`src/rtl/ca_rx_align_ctrl.sv`:
```
// Alignment sequencer for a bank of RX alignment FIFOs: fill wait, per-channel
// marker hunt, lockstep pop with marker/skew monitoring and a sticky error state.
module ca_rx_align_ctrl #(
  parameter int NUM_CHANNELS = 24,
  parameter int FILL_DLY     = 4,
  parameter int TIMEOUT      = 255
) (
  input  logic                    com_clk,
  input  logic                    rst_com_n,
  input  logic                    align_en,
  input  logic [NUM_CHANNELS-1:0] rd_empty,
  input  logic [NUM_CHANNELS-1:0] rx_marker,
  input  logic                    rd_en,
  output logic [NUM_CHANNELS-1:0] fifo_pop,
  output logic                    align_done,
  output logic                    align_err,
  output logic                    rx_valid,
  output logic [15:0]             hunt_cnt
);

  typedef enum logic [2:0] {
    ST_IDLE,
    ST_FILL,
    ST_HUNT,
    ST_LOCKED,
    ST_ERR
  } state_t;

  state_t      state_reg, state_next;
  logic [7:0]  fill_cnt_reg, fill_cnt_next;
  logic [15:0] hunt_cnt_reg, hunt_cnt_next;
  logic [3:0]  skew_cnt_reg, skew_cnt_next;
  logic        align_done_reg;
  logic        align_err_reg;

  logic [NUM_CHANNELS-1:0] held;
  logic [NUM_CHANNELS-1:0] hunt_pop;

  // A channel is held once its head word is a valid marker; others discard.
  generate
    for (genvar gi = 0; gi < NUM_CHANNELS; gi++) begin : g_chan
      assign held[gi]     = ~rd_empty[gi] & rx_marker[gi];
      assign hunt_pop[gi] = ~rd_empty[gi] & ~rx_marker[gi];
    end
  endgenerate

  logic all_full, all_empty, skew_mixed, marker_mixed, lock_pop;

  assign all_full     = ~|rd_empty;
  assign all_empty    = &rd_empty;
  assign skew_mixed   = ~all_full & ~all_empty;
  assign marker_mixed = |rx_marker & ~&rx_marker;
  assign lock_pop     = rd_en & all_full;

  always_comb begin
    state_next    = state_reg;
    fill_cnt_next = fill_cnt_reg;
    hunt_cnt_next = hunt_cnt_reg;
    skew_cnt_next = skew_cnt_reg;
    fifo_pop      = '0;
    rx_valid      = 1'b0;
    if (!align_en) begin
      state_next    = ST_IDLE;
      fill_cnt_next = '0;
      hunt_cnt_next = '0;
      skew_cnt_next = '0;
    end else begin
      case (state_reg)
        ST_IDLE: begin
          fill_cnt_next = '0;
          hunt_cnt_next = '0;
          skew_cnt_next = '0;
          state_next    = ST_FILL;
        end
        ST_FILL: begin
          if (!all_full) begin
            fill_cnt_next = '0;
          end else if (fill_cnt_reg == 8'(FILL_DLY - 1)) begin
            fill_cnt_next = '0;
            state_next    = ST_HUNT;
          end else begin
            fill_cnt_next = fill_cnt_reg + 8'd1;
          end
        end
        ST_HUNT: begin
          fifo_pop = hunt_pop;
          if (hunt_cnt_reg != 16'hFFFF) begin
            hunt_cnt_next = hunt_cnt_reg + 16'd1;
          end
          // Lock takes priority over a timeout landing in the same cycle.
          if (&held) begin
            state_next    = ST_LOCKED;
            skew_cnt_next = '0;
          end else if (hunt_cnt_reg == 16'(TIMEOUT - 1)) begin
            state_next = ST_ERR;
          end
        end
        ST_LOCKED: begin
          if (lock_pop) begin
            fifo_pop = '1;
            rx_valid = 1'b1;
            if (marker_mixed) begin
              state_next = ST_ERR;
            end
          end
          // Mixed empties tolerated for 15 cycles; the 16th consecutive one errors.
          if (skew_mixed) begin
            if (skew_cnt_reg == 4'd15) begin
              state_next = ST_ERR;
            end else begin
              skew_cnt_next = skew_cnt_reg + 4'd1;
            end
          end else begin
            skew_cnt_next = '0;
          end
        end
        ST_ERR: begin
          state_next = ST_ERR;
        end
        default: begin
          state_next = ST_IDLE;
        end
      endcase
    end
  end

  always_ff @(posedge com_clk or negedge rst_com_n) begin
    if (!rst_com_n) begin
      state_reg      <= ST_IDLE;
      fill_cnt_reg   <= '0;
      hunt_cnt_reg   <= '0;
      skew_cnt_reg   <= '0;
      align_done_reg <= 1'b0;
      align_err_reg  <= 1'b0;
    end else begin
      state_reg      <= state_next;
      fill_cnt_reg   <= fill_cnt_next;
      hunt_cnt_reg   <= hunt_cnt_next;
      skew_cnt_reg   <= skew_cnt_next;
      align_done_reg <= (state_next == ST_LOCKED);
      align_err_reg  <= (state_next == ST_ERR);
    end
  end

  assign align_done = align_done_reg;
  assign align_err  = align_err_reg;
  assign hunt_cnt   = hunt_cnt_reg;

endmodule

```
`config.mk`:
```
export PLATFORM = sky130hd
export DESIGN_NAME = ca_rx_align_ctrl
export DESIGN_NICKNAME = d
export VERILOG_FILES = /design/src/rtl/ca_rx_align_ctrl.sv
export SDC_FILE = /design/constraint.sdc
export NUM_CORES = 1
export LEC_CHECK = 0
export ABC_AREA = 1
export BUFFER_PORTS_ARGS = -buffer_cell sky130_fd_sc_hd__buf_2
export CORE_ASPECT_RATIO = 0.7
export CORE_UTILIZATION = 52
export DETAILED_ROUTE_END_ITERATION = 10
export PLACE_DENSITY = 0.81
export SLEW_MARGIN = 20
export SYNTH_ARGS = -nofsm -noshare
export SYNTH_HDL_FRONTEND = slang
export SYNTH_SLANG_ARGS = --single-unit
export TNS_END_PERCENT = 5
```
`constraint.sdc`:
```
create_clock -name com_clk -period 2.6 [get_ports com_clk]
set_input_delay 0.65 -clock com_clk [delete_from_list [all_inputs] [get_ports com_clk]]
set_output_delay 0.65 -clock com_clk [all_outputs]
set_load 0.03 [all_outputs]
```
Yosys cells after proc, flatten, opt, wreduce, memory -nomap -nowiden
Index checks and enable logic that the tools add are counted.
{"block": "word_totals", "register_bits": 33, "inputBits": 52, "output_inout_bits": 43}
{"block": "op_classes", "n_mux": 28, "n_bitwise": 100, "n_reduce_logical": 10, "eq_ne": 16, "add_sub_neg": 3}
{"operator": "AND reduction 24 bit", "count": 3}
{"operator": "AND 1 bit", "count": 51}
{"operator": "NOT 1 bit", "count": 49}
{"operator": "2-to-1 mux 24 bit", "count": 2}
{"operator": "one-hot mux 24 bit (2 select lines)", "count": 1}
{"operator": "OR reduction 24 bit", "count": 2}
{"operator": "2-to-1 mux 16 bit", "count": 2}
{"operator": "one-hot mux 16 bit (2 select lines)", "count": 1}
{"operator": "2-to-1 mux 3 bit", "count": 9}
{"operator": "2-to-1 mux 8 bit", "count": 3}
{"operator": "adder 16 x 1 -> 16 bit (second input constant)", "count": 1}
{"operator": "== test 16 x 8 -> 1 bit (second input constant)", "count": 1}
{"operator": "2-to-1 mux 4 bit", "count": 4}
{"operator": "!= test 16 bit (second input constant)", "count": 1}
{"operator": "one-hot mux 8 bit (2 select lines)", "count": 1}
{"operator": "one-hot mux 3 bit (5 select lines)", "count": 1}
{"operator": "one-hot mux 4 bit (3 select lines)", "count": 1}
{"operator": "== test 3 x 2 -> 1 bit (second input constant)", "count": 3}
{"operator": "adder 8 x 1 -> 8 bit (second input constant)", "count": 1}
{"operator": "== test 8 x 2 -> 1 bit (second input constant)", "count": 1}
{"operator": "== test 3 bit (second input constant)", "count": 2}
{"operator": "!= test 3 x 1 -> 1 bit (second input constant)", "count": 2}
{"operator": "!= test 3 bit (second input constant)", "count": 2}
{"operator": "adder 4 x 1 -> 4 bit (second input constant)", "count": 1}
{"operator": "9 further kinds", "count": 12}

Logic depth before layout (Yosys ltp)
Gate-level depths: netlist of the first run.
{"block": "logic_depth", "word_depth": 10, "depth_mapped": 12, "mapped_depth_nobuf": 12}

Worst setup path after synthesis of the first run
Ideal clock, no wire load.
{"block": "synth_path", "path_type": "input port to output port", "start": "in align_en", "end": "out fifo_pop[10]", "arrival_ns": 1.879, "slack_ns": 0.071, "path_buffers": 2, "required_ns": 1.950, "stages": 4, "cell_sequence": "buf_2 -> nand2_4 -> clkbuf_1 -> o31ai_1"}
{"block": "synth_via", "elab_chain_len": 1}
{"element": "start, declared", "line_no": "10", "source": "input logic align_en,"}
{"element": "2-to-1 mux 24 bit", "line_no": "62", "source": "if (!align_en) begin"}
{"element": "end, declared", "line_no": "14", "source": "output logic [NUM_CHANNELS-1:0] fifo_pop,"}
Every way passes these cells.

Final worst setup path of the first run
{"block": "layout_path", "start": "in rd_empty[17]", "end": "out fifo_pop[12]"}
{"block": "layout_via", "elab_chain_len": 6}
{"element": "start, declared", "line_no": "11", "source": "input logic [NUM_CHANNELS-1:0] rd_empty,"}
{"element": "OR reduction 24 bit", "line_no": "49", "source": "assign all_full = ~|rd_empty;"}
{"element": "logical NOT 1 bit", "line_no": "49"}
{"element": "AND 1 bit", "line_no": "53", "source": "assign lock_pop = rd_en & all_full;"}
{"element": "2-to-1 mux 24 bit", "line_no": "99", "source": "if (lock_pop) begin"}
{"element": "one-hot mux 24 bit (2 select lines)", "line_no": "68", "source": "case (state_reg)"}
{"element": "2-to-1 mux 24 bit", "line_no": "62"}
Every way passes these cells.

==> flow_metrics.tcl, run 1 <==
set metrics [dict create \
    slowest_delay_ns 0.23 \
    fin_nets 660 \
    path_class "in2out" \
    tritoncts "built" \
    ys.flop_type "dfrtp_1" \
    synthArstFlopShare 1.00 \
    area_delta_synth_final_pct 31.5 \
    antenna_found_initial 0 \
    p_leak_nw 2.02 \
    post_drt_wl_per_cell_um 12.7 \
    powerDensity_nw_per_um2 279 \
    fmax_mhz 391 \
    path_buf_inv 3 \
    clockRootBuffer "clkbuf_8" \
    nFillCells 459 \
    slew_headroom 0.493 \
    overflow 0 \
    die_height_um 65.0 \
    ys_ff_latch 33 \
    core_sq_um 5340 \
    vias 3559 \
    finClkSkew_ns 0.00844 \
    synth_edf_count 0 \
    worst-path-stages 10 \
    hold_path.class "in2async" \
    grt_pass1_vias 3056 \
    synth_cell_types 33 \
    design_area_sq_um 3880 \
    synthTopCellsByArea "dfrtp_1 28%, nand2_1 16%, nor2_1 12%" \
    routed_wl_um 8590 \
    status "completed" \
    dr.pass1.iters 6 \
    path_delay_family "simple AND/OR/NAND/NOR gates" \
    gr-usage-all-layers 0.294 \
    start_kind "input pin" \
    diodes 0 \
    r2r_end "hunt_cnt[0]" \
    fin_crit_sh 0.984 \
    port-buffer-count 94 \
    critPathMaxFanout 25 \
    min_period_ns 2.56 \
    critPathCaptureType "output pin" \
    path_clk_slew_ns 0.07 \
    place_hpwl_um 6540 \
    final_util 0.727 \
    syn_avg_cell_area_sq_um 6.14 \
    worst_slew_pin_slew_ns 0.761 \
    critPathLaunch "rd_empty[17]" \
    yosys.area.top_type "dfrtp_1" \
    grt_setup_unrepaired "yes" \
    setup_viol 0 \
    die_x_um 92.1 \
    drv_slew 0 \
    r2r_setup_slack_ns 0.71 \
    worstPathArrival_ns 1.91 \
    viasPerCell 5.26 \
    seq_area_frac_synth 0.280 \
    crit_end "fifo_pop[12]" \
    initial_core_util 0.553 \
    drc 0 \
    peakVddDrop_v 0.000273 \
    cpMaxStageDelayCell "buf_4" \
    ff2ff_path_depth 8 \
    io_pins 95 \
    fin_ws_ns 0.0417 \
    drt_iter0_markers 333 \
    syn_inst 481 \
    drv_cap 0 \
    crit_chain "buf_2, nor2_2, nand2_1, nor2_2, nand3_2, nor2_2, nand2_2, buf_12, o31ai_1, buf_4" \
    cts_buffer_depth 2 \
    dpl_cell_area_sq_um 3700 \
    cts_buffers 5 \
    drive_above_1_share 0.263 \
    cts_max_level 2 \
    pre_cts_ws_ns -0.0782 \
    grt_max_degree 34 \
    dieArea_sq_um 5990 \
    ant_nets 0 \
    yosys.area.top_type_share 0.280 \
    largest_register_ffs 16 \
    required_ns 1.95 \
    clock-sinks 33 \
    final_hold_viol_count 0 \
    cpMostUsedCell "nor2_2" \
    gp_congestion 0.943 \
    grt_pass1_wl_um 13900 \
    syn_nets 537 \
    clock_latency_ns 0.29 \
    rows 22 \
    synthesis.area_sq_um 2950 \
    ys_warn_count 0 \
    r2r_start "hunt_cnt[0]" \
]
[how the worst min path moves through the flow]
| stage | start | cells past startpoint | end | slack, ns |
|---|---|---|---|---|
| 6_report | rst_com_n | 1 | fill_cnt_reg[1] | 0.43 |
| 5_1_grt | rst_com_n | 1 | fill_cnt_reg[3] | 0.48 |
| 3_5_place_dp | skew_cnt_reg[1] | 2 | skew_cnt_reg[1] | 0.50 |
| 2_1_floorplan | rst_com_n | 0 | align_done | 0.35 |
| 4_1_cts | rst_com_n | 1 | fill_cnt_reg[3] | 0.45 |
| 3_3_place_gp | skew_cnt_reg[1] | 2 | skew_cnt_reg[1] | 0.49 |
[power breakdown]
| part | leakage (nW) | switching, W | internal, W |
|---|---|---|---|
| logic | 1.52 | 0.000109 | 0.0000745 |
| registers | 0.458 | 0.00000311 | 0.000515 |
| clock network | 0.0450 | 0.000194 | 0.000186 |
[repair_timing]
action                     CTS  global route
setup endpoints to repair   24            25
gates resized for setup     14            21
hold buffers                 0             0
setup buffers                0             1
pin swaps                    0             1
[final cells by class]
type / count / area, sq um / area share
well taps: 72 / 90.1 / 0.0232
multi-input cells: 367 / 1840 / 0.475
clock buffers: 6 / 72.6 / 0.0187
repair buffers: 123 / 761 / 0.196
inverters: 74 / 278 / 0.0715
clock inverters: 2 / 10.0 / 0.00258
flip-flops and latches: 33 / 827 / 0.213
[through the flow]
step	hold WS [ns]	instances	total power, W	setup TNS (ns)
global route	0.477	677	0.00113	-0.275
global placement	0.490	668	0.000703	-0.433
CTS	0.446	676	0.00108	0
detailed placement	0.503	668	0.000707	-1.26
finish	0.427	677	0.00108	0
floorplan	0.354	481	0.000591	0
[worst register-to-register path, cell delays in order (launching register included)]
cell     delay (ns)
dfrtp_1        0.42
ha_1           0.27
nand2_2        0.13
inv_1          0.09
and3_1         0.19
a21oi_4        0.33
inv_2          0.18
nor2_1         0.12
a21oi_1        0.05
[layout by cell type, fill, tap and decap left out, types with 2 or more instances in the layout]
cell type  netlist  final
a21oi_1          7      7
buf_2            3     70
buf_4            0     52
clkbuf_8         0      5
clkinv_2         0      2
dfrtp_1         33     32
ha_1             4      4
inv_1           66     66
inv_2            8      8
nand2_1        128    127
nand2_2          2      3
nand3_1         22     22
nand4_1         21     21
nor2_1          98     91
nor2_2           4     10
nor3_1          13     13
o21ai_0          8      8
o21ai_1          6      6
o31ai_1         28     28
xnor2_1          2      2
xor2_1          12     12
[logic make-up after synthesis]
group | synth area share
fa+ha+maj | 0.0170
flops | 0.280
compound gates | 0.125
buf+inv | 0.107
xor+xnor | 0.0415
simple gates | 0.430
[metal layers]
layer	track usage	wire [um]	up-vias
met4	0.0723	107	0
met1	0.426	4070	1604
met2	0.447	3700	145
met5	0	0	-
met3	0.0563	714	14
li1	-	-	1796
[cells in the mapped netlist (all sizes together) (2+ instances only)]
cell / number
nand3: 23
dfrtp: 33
ha: 4
nand2: 131
o21ai: 14
buf: 5
nand4: 21
clkbuf: 2
o31ai: 28
xnor2: 2
inv: 74
nor3: 14
nor2: 103
a21oi: 8
xor2: 12
Power figures use the tool's default switching activity.
==> run 2: changes to the inputs <==
--- a/config.mk
+++ b/config.mk
@@ -10,7 +10,7 @@
 export CORE_ASPECT_RATIO = 0.7
 export CORE_UTILIZATION = 52
 export DETAILED_ROUTE_END_ITERATION = 10
-export PLACE_DENSITY = 0.81
+export PLACE_DENSITY = 0.85
 export SLEW_MARGIN = 20
 export SYNTH_ARGS = -nofsm -noshare
 export SYNTH_HDL_FRONTEND = slang
==> run 2 against run 1 <==
- sequential power is essentially flat
- combinational power hardly changed
- hold slack improved by 0.0020 ns
- setup slack got worse by 0.010 ns
- sequential cell count stayed put
- critical path type unchanged
- maximum frequency shrank 0.41%
- highest routed layer unchanged
- clock power grew 2%
==> flow_metrics.tcl, run 2 (same netlist as run 1, synthesis figures left out) <==
set metrics [dict create \
    io_pins 95 \
    port-buffer-count 94 \
    clock_latency_ns 0.29 \
    peakVddDrop_v 0.000228 \
    routed_wl_um 8990 \
    finClkSkew_ns 0.00841 \
    most-common-layout-cells "127 x nand2_1, 92 x nor2_1, 75 x buf_2" \
    cts_max_level 2 \
    clockRootBuffer "clkbuf_8" \
    cpMaxStageDelayCell "buf_4" \
    min_period_ns 2.57 \
    regArea_sq_um 827 \
    start_kind "input pin" \
    setup_viol 0 \
    drv_slew 0 \
    powerDensity_nw_per_um2 282 \
    status "completed" \
    initial_core_util 0.553 \
    path_clk_slew_ns 0.07 \
    fin_crit_sh 0.988 \
    cts_buffers 5 \
    viasPerCell 5.38 \
    critPathMaxFanout 25 \
    antenna_found_initial 0 \
    crit_chain "buf_2, nor2_2, nand2_1, nor2_4, nand3_2, nor2_4, nand2_2, buf_12, o31ai_1, buf_4" \
    ant_nets 0 \
    design_area_sq_um 3860 \
    p_leak_nw 2.01 \
    critPathCaptureType "output pin" \
    gp_congestion 0.981 \
    drt_iter0_markers 297 \
    area_delta_synth_final_pct 30.9 \
    grt_pass1_vias 3186 \
    dpl_cell_area_sq_um 3680 \
    fin_cells 674 \
    slowest_delay_ns 0.22 \
    holdWs_ns 0.429 \
    cts_buffer_depth 2 \
    largest_register_ffs 16 \
    final_common_cell "nand2_1" \
    grt_pass1_wl_um 14600 \
    cts_setup_buffers 0 \
    dp.cells 666 \
    ctsHoldBuffers 0 \
    drive_above_1_share 0.259 \
    clock-sinks 33 \
    drv_cap 0 \
    die_height_um 65.0 \
    fin_setup_tns_ns 0 \
    grt_max_degree 34 \
    rows 22 \
    vias 3624 \
    fmax_mhz 389 \
    worstPathArrival_ns 1.92 \
    cpMostUsedCell "nor2_4" \
    nFillCells 471 \
    drc 0 \
    diodes 0 \
    path_class "in2out" \
    slew_headroom 0.482 \
    multi_input_area_sq_um 1860 \
    hold_path.class "in2async" \
    required_ns 1.95 \
    die_x_um 92.1 \
    gr-usage-all-layers 0.307 \
    place_hpwl_um 6860 \
    core_sq_um 5340 \
    power_w 0.00109 \
    overflow 0 \
    tritoncts "built" \
    dieArea_sq_um 5990 \
    dr.pass1.iters 6 \
    fin_nets 657 \
    final_hold_viol_count 0 \
    ff2ff_path_depth 8 \
    worst_slew_pin_slew_ns 0.776 \
    post_drt_wl_per_cell_um 13.3 \
]
[run 2: per-stage QoR]
stage	worst slack, ns	util
floorplan	0.0711	-
global placement	-0.0512	0.690
detailed placement	-0.124	0.690
CTS	0.00835	0.714
global route	-0.00519	0.724
finish	0.0312	0.724
[run 2: metal layers]
metal / vias to the layer above / track usage / share of wire
li1: 1789 / - / -
met1: 1645 / 0.444 / 0.46
met2: 174 / 0.472 / 0.44
met3: 16 / 0.0810 / 0.094
met4: 0 / 0.0410 / 0.0053
met5: - / 0 / 0
[run 2: final timing paths]
kind / from / to / slack, ns
min in group com_clk: skew_cnt_reg[1] / skew_cnt_reg[1] / 0.52
min: rst_com_n / hunt_cnt[15] / 0.43
min reg2reg: skew_cnt_reg[1] / skew_cnt_reg[1] / 0.52
max reg2reg: hunt_cnt[0] / hunt_cnt[9] / 0.73
max in group asynchronous: rst_com_n / state_reg[0] / 1.63
max: rd_empty[21] / fifo_pop[14] / 0.03
[run 2: cell type report]
class                           instances  share of cell area
Multi-Input combinational cell        367               0.482
Timing Repair Buffer                  120               0.188
Tap cell                               72              0.0233
Clock inverter                          2             0.00259
Clock buffer                            6              0.0188
Inverter                               74              0.0719
Sequential cell                        33               0.214
[run 2: where the power goes]
part	total, W	switching, W	internal [W]	leakage, nW
sequential	0.000518	0.00000326	0.000515	0.458
clock	0.000385	0.000199	0.000186	0.0450
combinational	0.000186	0.000114	0.0000725	1.51
[run 2: repair_timing]
action / in CTS / in global routing
hold endpoints to repair: 0 / 0
pin swaps: 1 / 5
setup endpoints to repair: 25 / 25
resized for setup: 19 / 14
[run 2: critical path, delay by kind of cell]
| kind | cells | cell delay, ns |
|---|---|---|
| compound gates | 1 | 0.09 |
| buf+inv | 3 | 0.49 |
| simple gates | 6 | 0.68 |
==> run 3: changes to the inputs <==
--- a/config.mk
+++ b/config.mk
@@ -8,6 +8,7 @@
 export ABC_AREA = 1
 export BUFFER_PORTS_ARGS = -buffer_cell sky130_fd_sc_hd__buf_2
 export CORE_ASPECT_RATIO = 0.7
+export CORE_MARGIN = 2
 export CORE_UTILIZATION = 52
 export DETAILED_ROUTE_END_ITERATION = 10
 export PLACE_DENSITY = 0.85
==> run 3 against run 2 <==
- hold slack worse by 0.0036 ns
- global-route usage decreased by 2.4 points
- critical endpoint is now fifo_pop[19]
- highest routed layer unchanged
- via count is 0.69% lower
- largest cell class unchanged
- final cell count did not move
- first-iteration DRC count up 28%
==> flow_metrics.tcl, run 3 (same netlist as run 1, synthesis figures left out) <==
set metrics [dict create \
    status "completed" \
    finClkSkew_ns 0.00562 \
    crit_chain "buf_2, nor2_2, nand2_1, nor2_2, nand3_2, nor2_4, nand2_2, buf_12, o31ai_1, buf_2" \
    largest_register_ffs 16 \
    drc 0 \
    drt_iter0_markers 381 \
    post_drt_wl_per_cell_um 13.5 \
    grt_max_degree 34 \
    viasPerCell 5.34 \
    grt_pass1_vias 3063 \
    critPathCaptureType "output pin" \
    dpl_cell_area_sq_um 3680 \
    worst_slew_pin_slew_ns 0.755 \
    setup_viol 0 \
    cts_buffers 5 \
    io_pins 95 \
    area_delta_synth_final_pct 30.6 \
    core_sq_um 5370 \
    drv_slew 0 \
    drv_cap 0 \
    cts_buffer_depth 2 \
    drive_above_1_share 0.257 \
    path_buf_inv 3 \
    p_leak_nw 2.01 \
    powerDensity_nw_per_um2 286 \
    gr-usage-all-layers 0.283 \
    power_w 0.00110 \
    final_hold_viol_count 0 \
    grt_pass1_wl_um 13900 \
    vias 3599 \
    ctsHoldBuffers 0 \
    peakVddDrop_v 0.000202 \
    die_x_um 94.1 \
    clock-sinks 33 \
    fin_nets 658 \
    slew_headroom 0.496 \
    diodes 0 \
    most-common-layout-cells "127 x nand2_1, 92 x nor2_1, 79 x buf_2" \
    initial_core_util 0.550 \
    fmax_mhz 392 \
    gp_congestion 0.959 \
    hold_path.class "in2async" \
    place_hpwl_um 6950 \
    cpMaxStageDelayCell "buf_2" \
    slowest_delay_ns 0.23 \
    ant_nets 0 \
    dr.pass1.iters 6 \
    design_area_sq_um 3860 \
    start_kind "input pin" \
    routed_wl_um 9080 \
    path_delay_family "simple AND/OR/NAND/NOR gates" \
    required_ns 1.95 \
    dieArea_sq_um 6300 \
    cts_max_level 2 \
    final_common_cell "nand2_1" \
    tritoncts "built" \
    min_period_ns 2.55 \
    antenna_found_initial 0 \
    die_height_um 67.0 \
    overflow 0 \
    clockRootBuffer "clkbuf_8" \
    path_clk_slew_ns 0.06 \
    clock_latency_ns 0.29 \
    path_class "in2out" \
    grt_setup_unrepaired "no" \
    fin_crit_sh 0.980 \
    worstPathArrival_ns 1.90 \
    critPathMaxFanout 25 \
    port-buffer-count 94 \
    rows 22 \
]
run 3: cell count changes in the layout (fill, tap and decap cells not counted):
cell and change:
buf_2 +4, buf_4 -3, clkbuf_8 +1, clkinv_2 -2, nor2_2 +1, nor2_4 -1, o31ai_1 +1, o31ai_2 -1
run 3: worst reg2reg max path: cells and delay by family (launching register included):
| family | cells | cell delay [ns] |
|---|---|---|
| DFF | 1 | 0.42 |
| adders and majority gates | 1 | 0.27 |
| buffers and inverters | 2 | 0.26 |
| AOI/OAI and AO/OA | 2 | 0.41 |
| and+or+nand+nor | 3 | 0.45 |
run 3: worst paths after layout:
kind,start,endpoint,slack [ns],cells past startpoint
worst max-delay path,rd_empty[7],fifo_pop[19],0.05,10
worst min-delay path,rst_com_n,fill_cnt_reg[2],0.43,1
worst max register to register,hunt_cnt[0],hunt_cnt[12],0.68,8
worst min register to register,skew_cnt_reg[1],skew_cnt_reg[1],0.52,2
max in group asynchronous,rst_com_n,state_reg[0],1.64,1
min in group com_clk,skew_cnt_reg[1],skew_cnt_reg[1],0.52,2
run 3: power breakdown:
group / switching (W) / total (W) / leakage [nW] / internal (W)
clock network: 0.000191 / 0.000401 / 0.0443 / 0.000210
logic: 0.000111 / 0.000185 / 1.51 / 0.0000734
registers: 0.00000304 / 0.000518 / 0.458 / 0.000515
total: 0.000305 / 0.00110 / 2.01 / 0.000799
run 3: layout make-up:
| type | instances | area, sq um |
|---|---|---|
| tap | 72 | 90.1 |
| sequential | 33 | 827 |
| clock buffer | 7 | 86.3 |
| multi-input combinational | 367 | 1850 |
| fill | 463 | 1510 |
| inverter | 74 | 278 |
| timing repair buffer | 121 | 723 |
run 3: through the flow:
stage	hold slack, ns	util	cells	setup slack, ns	setup TNS [ns]
after floorplan	0.354	-	481	0.0711	0
after detailed placement	0.503	0.686	666	-0.101	-1.62
final	0.426	0.718	674	0.0519	0
after CTS	0.449	0.707	673	0.00777	0
after global placement	0.493	0.686	666	-0.00152	-0.00165
after global routing	0.497	0.718	674	0.00631	0
run 3: layer usage:
| layer | vias to the layer above | GRT usage | part of all wire |
|---|---|---|---|
| met5 | - | 0 | 0 |
| met4 | 0 | 0.0670 | 0.0091 |
| met3 | 21 | 0.0860 | 0.10 |
| met2 | 178 | 0.414 | 0.43 |
| met1 | 1611 | 0.407 | 0.46 |
| li1 | 1789 | - | - |
run 3: repair_timing:
item,in CTS,in global routing
pin swaps,0,5
hold endpoints to repair,0,0
resized for setup,10,17
setup endpoints to repair,25,25
setup buffers,0,1
